===== src/rtl/pic_8259a_pkg.sv =====
// pic_8259a_pkg: shared types and bit positions for the 8259A control logic.
package pic_8259a_pkg;
    typedef enum logic [1:0] {CMD_READY, WRITE_ICW2, WRITE_ICW3, WRITE_ICW4} icw_state_t;
    localparam int ICW1_IC4  = 0;
    localparam int ICW1_SNGL = 1;
    localparam int ICW1_ADI  = 2;
    localparam int ICW1_LTIM = 3;
    localparam int ICW1_SEL  = 4;
    localparam int OCW_SEL   = 3;
endpackage


===== src/rtl/icw_sequencer.sv =====
// icw_sequencer: decodes CPU writes into ICW/OCW strobes and walks the ICW1..ICW4 init sequence.
import pic_8259a_pkg::*;
module icw_sequencer (
    input  logic       clock,
    input  logic       reset_n,
    input  logic       write_enable,
    input  logic       address,
    input  logic [7:0] internal_data_bus,
    output logic       write_initial_command_word_1,
    output logic       write_initial_command_word_2,
    output logic       write_initial_command_word_3,
    output logic       write_initial_command_word_4,
    output logic       write_operation_control_word_1,
    output logic       write_operation_control_word_2,
    output logic       write_operation_control_word_3,
    output logic       level_or_edge_triggered_config,
    output logic       call_address_interval_4_config,
    output logic       single_or_cascade_config,
    output logic       set_icw4_config,
    output logic [2:0] vector_address_low,
    output logic [7:0] interrupt_vector_address,
    output logic [7:0] cascade_device_config,
    output logic       initialization_done
);
    icw_state_t state;
    logic       wr;
    logic       cmd_ocw;
    always_comb begin
        wr = write_enable & reset_n;
        // A0=0 with D4=0 is an OCW2/OCW3, valid only once initialization has completed
        cmd_ocw = wr & ~address & ~internal_data_bus[ICW1_SEL] & (state == CMD_READY) & initialization_done;
        write_initial_command_word_1   = wr & ~address & internal_data_bus[ICW1_SEL];
        write_initial_command_word_2   = wr & address & (state == WRITE_ICW2);
        write_initial_command_word_3   = wr & address & (state == WRITE_ICW3);
        write_initial_command_word_4   = wr & address & (state == WRITE_ICW4);
        write_operation_control_word_1 = wr & address & (state == CMD_READY) & initialization_done;
        write_operation_control_word_2 = cmd_ocw & ~internal_data_bus[OCW_SEL];
        write_operation_control_word_3 = cmd_ocw & internal_data_bus[OCW_SEL];
    end
    always_ff @(posedge clock or negedge reset_n) begin
        if (!reset_n) begin
            state               <= CMD_READY;
            initialization_done <= 1'b0;
        end else if (write_initial_command_word_1) begin
            state               <= WRITE_ICW2;
            initialization_done <= 1'b0;
        end else if (write_initial_command_word_2) begin
            state               <= !single_or_cascade_config ? WRITE_ICW3 :
                                   set_icw4_config ? WRITE_ICW4 : CMD_READY;
            initialization_done <= single_or_cascade_config & ~set_icw4_config;
        end else if (write_initial_command_word_3) begin
            state               <= set_icw4_config ? WRITE_ICW4 : CMD_READY;
            initialization_done <= ~set_icw4_config;
        end else if (write_initial_command_word_4) begin
            state               <= CMD_READY;
            initialization_done <= 1'b1;
        end
    end
    always_ff @(posedge clock or negedge reset_n) begin
        if (!reset_n) begin
            level_or_edge_triggered_config <= 1'b0;
            call_address_interval_4_config <= 1'b0;
            single_or_cascade_config       <= 1'b0;
            set_icw4_config                <= 1'b0;
            vector_address_low             <= 3'd0;
            interrupt_vector_address       <= 8'd0;
            cascade_device_config          <= 8'd0;
        end else if (write_initial_command_word_1) begin
            level_or_edge_triggered_config <= internal_data_bus[ICW1_LTIM];
            call_address_interval_4_config <= internal_data_bus[ICW1_ADI];
            single_or_cascade_config       <= internal_data_bus[ICW1_SNGL];
            set_icw4_config                <= internal_data_bus[ICW1_IC4];
            vector_address_low             <= internal_data_bus[7:5];
            cascade_device_config          <= 8'd0;
        end else if (write_initial_command_word_2) begin
            interrupt_vector_address       <= internal_data_bus;
        end else if (write_initial_command_word_3) begin
            cascade_device_config          <= internal_data_bus;
        end
    end
endmodule


===== config.mk =====
export PLATFORM = sky130hd
export DESIGN_NAME = icw_sequencer
export DESIGN_NICKNAME = d
export VERILOG_FILES = /design/src/rtl/pic_8259a_pkg.sv /design/src/rtl/icw_sequencer.sv
export SDC_FILE = /design/constraint.sdc
export NUM_CORES = 1
export LEC_CHECK = 0
export CAP_MARGIN = 25
export CORE_UTILIZATION = 33
export DETAILED_ROUTE_END_ITERATION = 8
export SYNTH_ARGS = -nofsm -noshare
export SYNTH_HDL_FRONTEND = slang
export SYNTH_SLANG_ARGS = --single-unit

===== constraint.sdc =====
create_clock -name clock -period 1.8 [get_ports clock]
set_input_delay 0.18 -clock clock [delete_from_list [all_inputs] [get_ports clock]]
set_output_delay 0.18 -clock clock [all_outputs]
set_load 0.01 [all_outputs]

=== Yosys cells after proc, flatten, opt, wreduce, memory -nomap -nowiden ===
Cells that the tools add are included.

* Memories: 0
* Word-level logic and storage cells: 51
* ROM bits: 0
* Output and inout port bits: 31
* Input port bits: 12
* Register bits: 26
* Memory bits (writable): 0
* Latch bits: 0

* Bitwise operators: 20
* Shift operators: 0
* $add $sub $neg: 0
* Div/mod/pow operators: 0
* $lt $le $gt $ge: 0
* Reduce and logical (&&, ||, !) cells: 5
* Eq/ne operators: 4
* Multiplexer cells: 13
* Multiply operators: 0

{| class="wikitable"
|+ Operator list
! cell !! count
|-
| 8-bit 2-to-1 mux || 3
|-
| 1-bit bitwise AND || 15
|-
| 2-bit 2-to-1 mux || 6
|-
| 1-bit inverter || 5
|-
| 2-bit equality test, second input constant || 2
|-
| 1-bit 2-to-1 mux || 4
|-
| 2-bit AND reduction || 2
|-
| 4-bit nonzero test || 1
|-
| 2-bit by 1-bit equality test with 1-bit output, second input constant || 1
|-
| 2-bit zero test || 1
|-
| 2-bit != test, second input constant || 1
|-
| 2-bit nonzero test || 1
|}

=== Logic depth before layout (Yosys ltp) ===
* Depth in word-level cells: 7
* Mapped depth: 4
* Mapped depth without buffers: 3

=== Worst setup path after synthesis ===
OpenSTA, ideal clock, no wires.

* Kind: flip-flop to output port
* Start: register state[1]
* End: output port write_operation_control_word_2
* Data required time: 1.620 ns
* Cell stages (with the launch flop): 5
* Buffers on the path: 1
* Arrival time: 1.430 ns
* Path slack: 0.190 ns
* Cells stage by stage: dfrtp_1 buf_6 or3b_1 or4_1 nor2_1

* Word-level cells in the longest chain between the ends: 4

{| class="wikitable"
|+ RTL lines
! element !! line !! source
|-
| from (decl) || icw_sequencer.sv:25 || <nowiki>icw_state_t state;</nowiki>
|-
| from (signal assigned) || icw_sequencer.sv:48 || <nowiki>state <= !single_or_cascade_config ? WRITE_ICW3 :</nowiki>
|-
| from (signal assigned) || icw_sequencer.sv:52 || <nowiki>state <= set_icw4_config ? WRITE_ICW4 : CMD_READY;</nowiki>
|-
| 2-bit zero test || icw_sequencer.sv:31 || <nowiki>cmd_ocw = wr & ~address & ~internal_data_bus[ICW1_SEL] & (state == CMD_READY) & initialization_done;</nowiki>
|-
| 1-bit bitwise AND (2 in series) || icw_sequencer.sv:31 ||
|-
| 1-bit bitwise AND || icw_sequencer.sv:37 || <nowiki>write_operation_control_word_2 = cmd_ocw & ~internal_data_bus[OCW_SEL];</nowiki>
|-
| to (decl) || icw_sequencer.sv:14 || <nowiki>output logic write_operation_control_word_2,</nowiki>
|}

No other way between the ends.

=== Worst setup path after layout ===
* Start: register state[1]
* End: output port write_operation_control_word_3

* Word-level cells in the longest chain between the ends: 4

{| class="wikitable"
|+ RTL lines
! element !! line !! source
|-
| 2-bit zero test || icw_sequencer.sv:31 ||
|-
| 1-bit bitwise AND (2 in series) || icw_sequencer.sv:31 ||
|-
| 1-bit bitwise AND || icw_sequencer.sv:38 || <nowiki>write_operation_control_word_3 = cmd_ocw & internal_data_bus[OCW_SEL];</nowiki>
|-
| to (decl) || icw_sequencer.sv:15 || <nowiki>output logic write_operation_control_word_3,</nowiki>
|}

No other way between the ends.

==> flow_summary.yaml <==
worst_setup_path:
  r2r_setup_slack_ps: 270
  crit_type: "reg2out"
  cp_top_family: "simple AND/OR/NAND/NOR gates"
  worstPathRequired_ps: 1620
  arrival_ps: 1750
  crit_buf_inv: 1
  reg2reg_to: "interrupt_vector_address[1]$_DFFE_PN0P_"
  endpoint_kind: "primary output"
  cp-start-kind: "flip-flop"
  max_stage_delay_ps: 440
  slowest_stage: "or4_4"
  crit_chain: "or3b_1 > or4_4 > nor2_1 > buf_2"
  crit_fanout: 2
  rr_startpoint: "state[0]$_DFFE_PN0P_"
  r2r_cells: 6
yosys:
  synthDistinctLibCells: 29
  syn_area_um2: 1121
  synth_top_cell_by_area: "dfrtp_1"
  synth_top_area_share_pct: 58.04
  ys_seq_area_share_pct: 58.04
  synth_ff_type: "dfrtp_1"
  muxShareOfSynthArea_pct: 14.06
  ys.warnings.count: 0
  synth_enable_flop_cells: 0
  synth_xor_area_share_pct: 0
  synth_adder_area_share_pct: 0
  ys_seq_elements: 26
  synth-simple-area-share_pct: 13.39
  synth.net_count: 99
  synthArstFlopShare_pct: 100.0
  yosys-top-cells-area: "dfrtp_1 58%, mux2_2 14%, a22o_1 5.5%"
  synth_area_per_cell_um2: 12.89
  synth_top_family_by_area: "multiplexers"
  synth_compound_area_share_pct: 12.05
  syn_inst: 87
outcome:
  violations: "negative setup slack"
  outcome: "finished, violations left"
drt:
  wl_mm: 2.705
  firstDrtPassIters: 4
  antenna_left: 0
  viasPerCell: 4.817
  wl_per_cell_um: 14.16
  drc: 0
  via_count: 920
  dr.first_iter.drc_count: 19
die:
  ioPinCount: 43
  core_region_area_um2: 3128
  num_rows: 20
  initial_core_util_pct: 35.84
  dieArea_um2: 3634
  die_h_um: 60.29
  dieWidth_um: 60.29
global_route:
  grt-ovfl-total: 0
  grt_pass1_wl_mm: 4.388
  antenna_found_initial: 0
  track_usage_pct: 16.73
  grt_pass1_vias: 948
  grt_max_degree: 20
layout:
  design_area_um2: 1750
  syn_to_final_growth_pct: 56.14
  regArea_um2: 650.6
  final_nets: 160
  antenna_cells: 0
  multiInputGateArea_um2: 449.2
  stdcell_count: 191
  layout_common_cells: "35 x clkdlybuf4s50_1, 26 x dfrtp_1, 15 x buf_4, 14 x mux2_2, 7 x a22o_1"
  layout_commonest_cell: "clkdlybuf4s50_1"
  drive_gt1_share_pct: 27.89
  nFillCells: 292
  final_util_pct: 55.96
clock_network:
  cts_root_buf: "clkbuf_4"
  cts.path.max_buffers: 2
  cts_tree: "yes"
  cts_buffers: 3
  h-tree-depth: 1
  clkTransAtPathRegs_ps: 150
  clk_latency_ps: 320
  cts_sinks: 26
timing:
  min_period_ps: 1931
  slew_headroom_pct: 83.20
  fin_skew_ps: 12.14
  rsz0062_at_grt: "yes"
  fin_setup_tns_ps: -250.4
  finalCritPeriodShare_pct: 107.3
  hold_violations: 0
  max_freq_mhz: 518.0
  worst_slack_ps: -130.5
  finalSetupViolCount: 2
  tightest_slew_ps: 251.9
  slew_violations: 0
placed_design:
  placed_cells: 184
  port_buffers: 42
  gp_congestion: 0.7438
  postPlaceCellArea_um2: 1678
  hpwl_mm: 1.947
pwr:
  p_leak_nw: 0.8107
  p_per_area_nw_per_um2: 1194
  peakVddDrop_mv: 0.8735
  total_power_mw: 2.089
run:
  cap_violations: 0
min_path:
  worstHoldPathType: "in2async"
-- worst register-to-register path, cell delays in order, from the launching register on --
cell	delay (ps)
dfrtp_1	370
buf_4	100
buf_4	130
inv_1	80
nor3_4	180
buf_4	210
mux2_2	350
-- report_power, final --
| group | internal (mW) | switching [mW] | total [mW] |
|---|---|---|---|
| combinational | 0.523 | 0.306 | 0.828 |
| sequential | 0.763 | 0.0999 | 0.863 |
| clock | 0.225 | 0.173 | 0.398 |
-- layer usage --
metal	global-route usage [%]	wire, µm
met5	0	0
met4	5.648	25
met3	4.329	209
met2	25.12	1228
met1	23.31	1242
-- what timing repair did --
action | CTS | global route
setup buffers | 2 | 1
resized for setup | 13 | 5
setup endpoints to repair | 7 | 4
hold buffers | 0 | 0
cloned | 0 | 0
pin swaps | 1 | 0
-- cells by family after synthesis --
group	after synthesis
muxes	14
buffers and inverters	5
AOI/OAI and AO/OA	18
and+or+nand+nor	24
DFF	26
-- layout make-up --
class | instances | area share [%]
sequential | 26 | 37.17
tap | 44 | 3.145
timing repair buffer | 58 | 30.38
multi-input combinational | 56 | 25.66
inverter | 3 | 0.6433
clock buffer | 3 | 1.287
clock inverter | 1 | 1.716
-- state kept, by name, summed over array words and instances, names as in the netlist --
| name | flops |
|---|---|
| cascade_device_config | 8 |
| interrupt_vector_address | 8 |
| vector_address_low | 3 |
| state | 2 |
| call_address_interval_4_config | 1 |
| initialization_done | 1 |
| level_or_edge_triggered_config | 1 |
| set_icw4_config | 1 |
| single_or_cascade_config | 1 |
-- cell usage after synthesis (2+ instances only) --
master    number
a22o_1         7
dfrtp_1       26
inv_1          3
mux2_2        14
nand2_1        4
nand2b_1       2
nor2_1         5
o21ai_0        5
-- metrics by stage --
stage | setup WS (ps) | hold WS (ps)
2_1_floorplan | 190.0 | -115.6
3_3_place_gp | -230.8 | 469.1
3_5_place_dp | -261.6 | 483.6
4_1_cts | -160.5 | 216.7
5_1_grt | -220.8 | 239.1
6_report | -130.5 | 236.0
-- worst max-delay path by stage --
| stage | from | end | slack, ps | cells past startpoint |
|---|---|---|---|---|
| 3_5_place_dp | write_enable | write_operation_control_word_2 | -260 | 5 |
| 5_1_grt | state[0]$_DFFE_PN0P_ | write_operation_control_word_3 | -220 | 4 |
| 3_3_place_gp | reset_n | write_operation_control_word_3 | -230 | 5 |
| 4_1_cts | state[0]$_DFFE_PN0P_ | write_operation_control_word_2 | -160 | 4 |
| 2_1_floorplan | state[1]$_DFFE_PN0P_ | write_operation_control_word_2 | 190 | 4 |
| 6_report | state[1]$_DFFE_PN0P_ | write_operation_control_word_3 | -130 | 4 |
No activity file was read; power rests on OpenSTA's default activity.
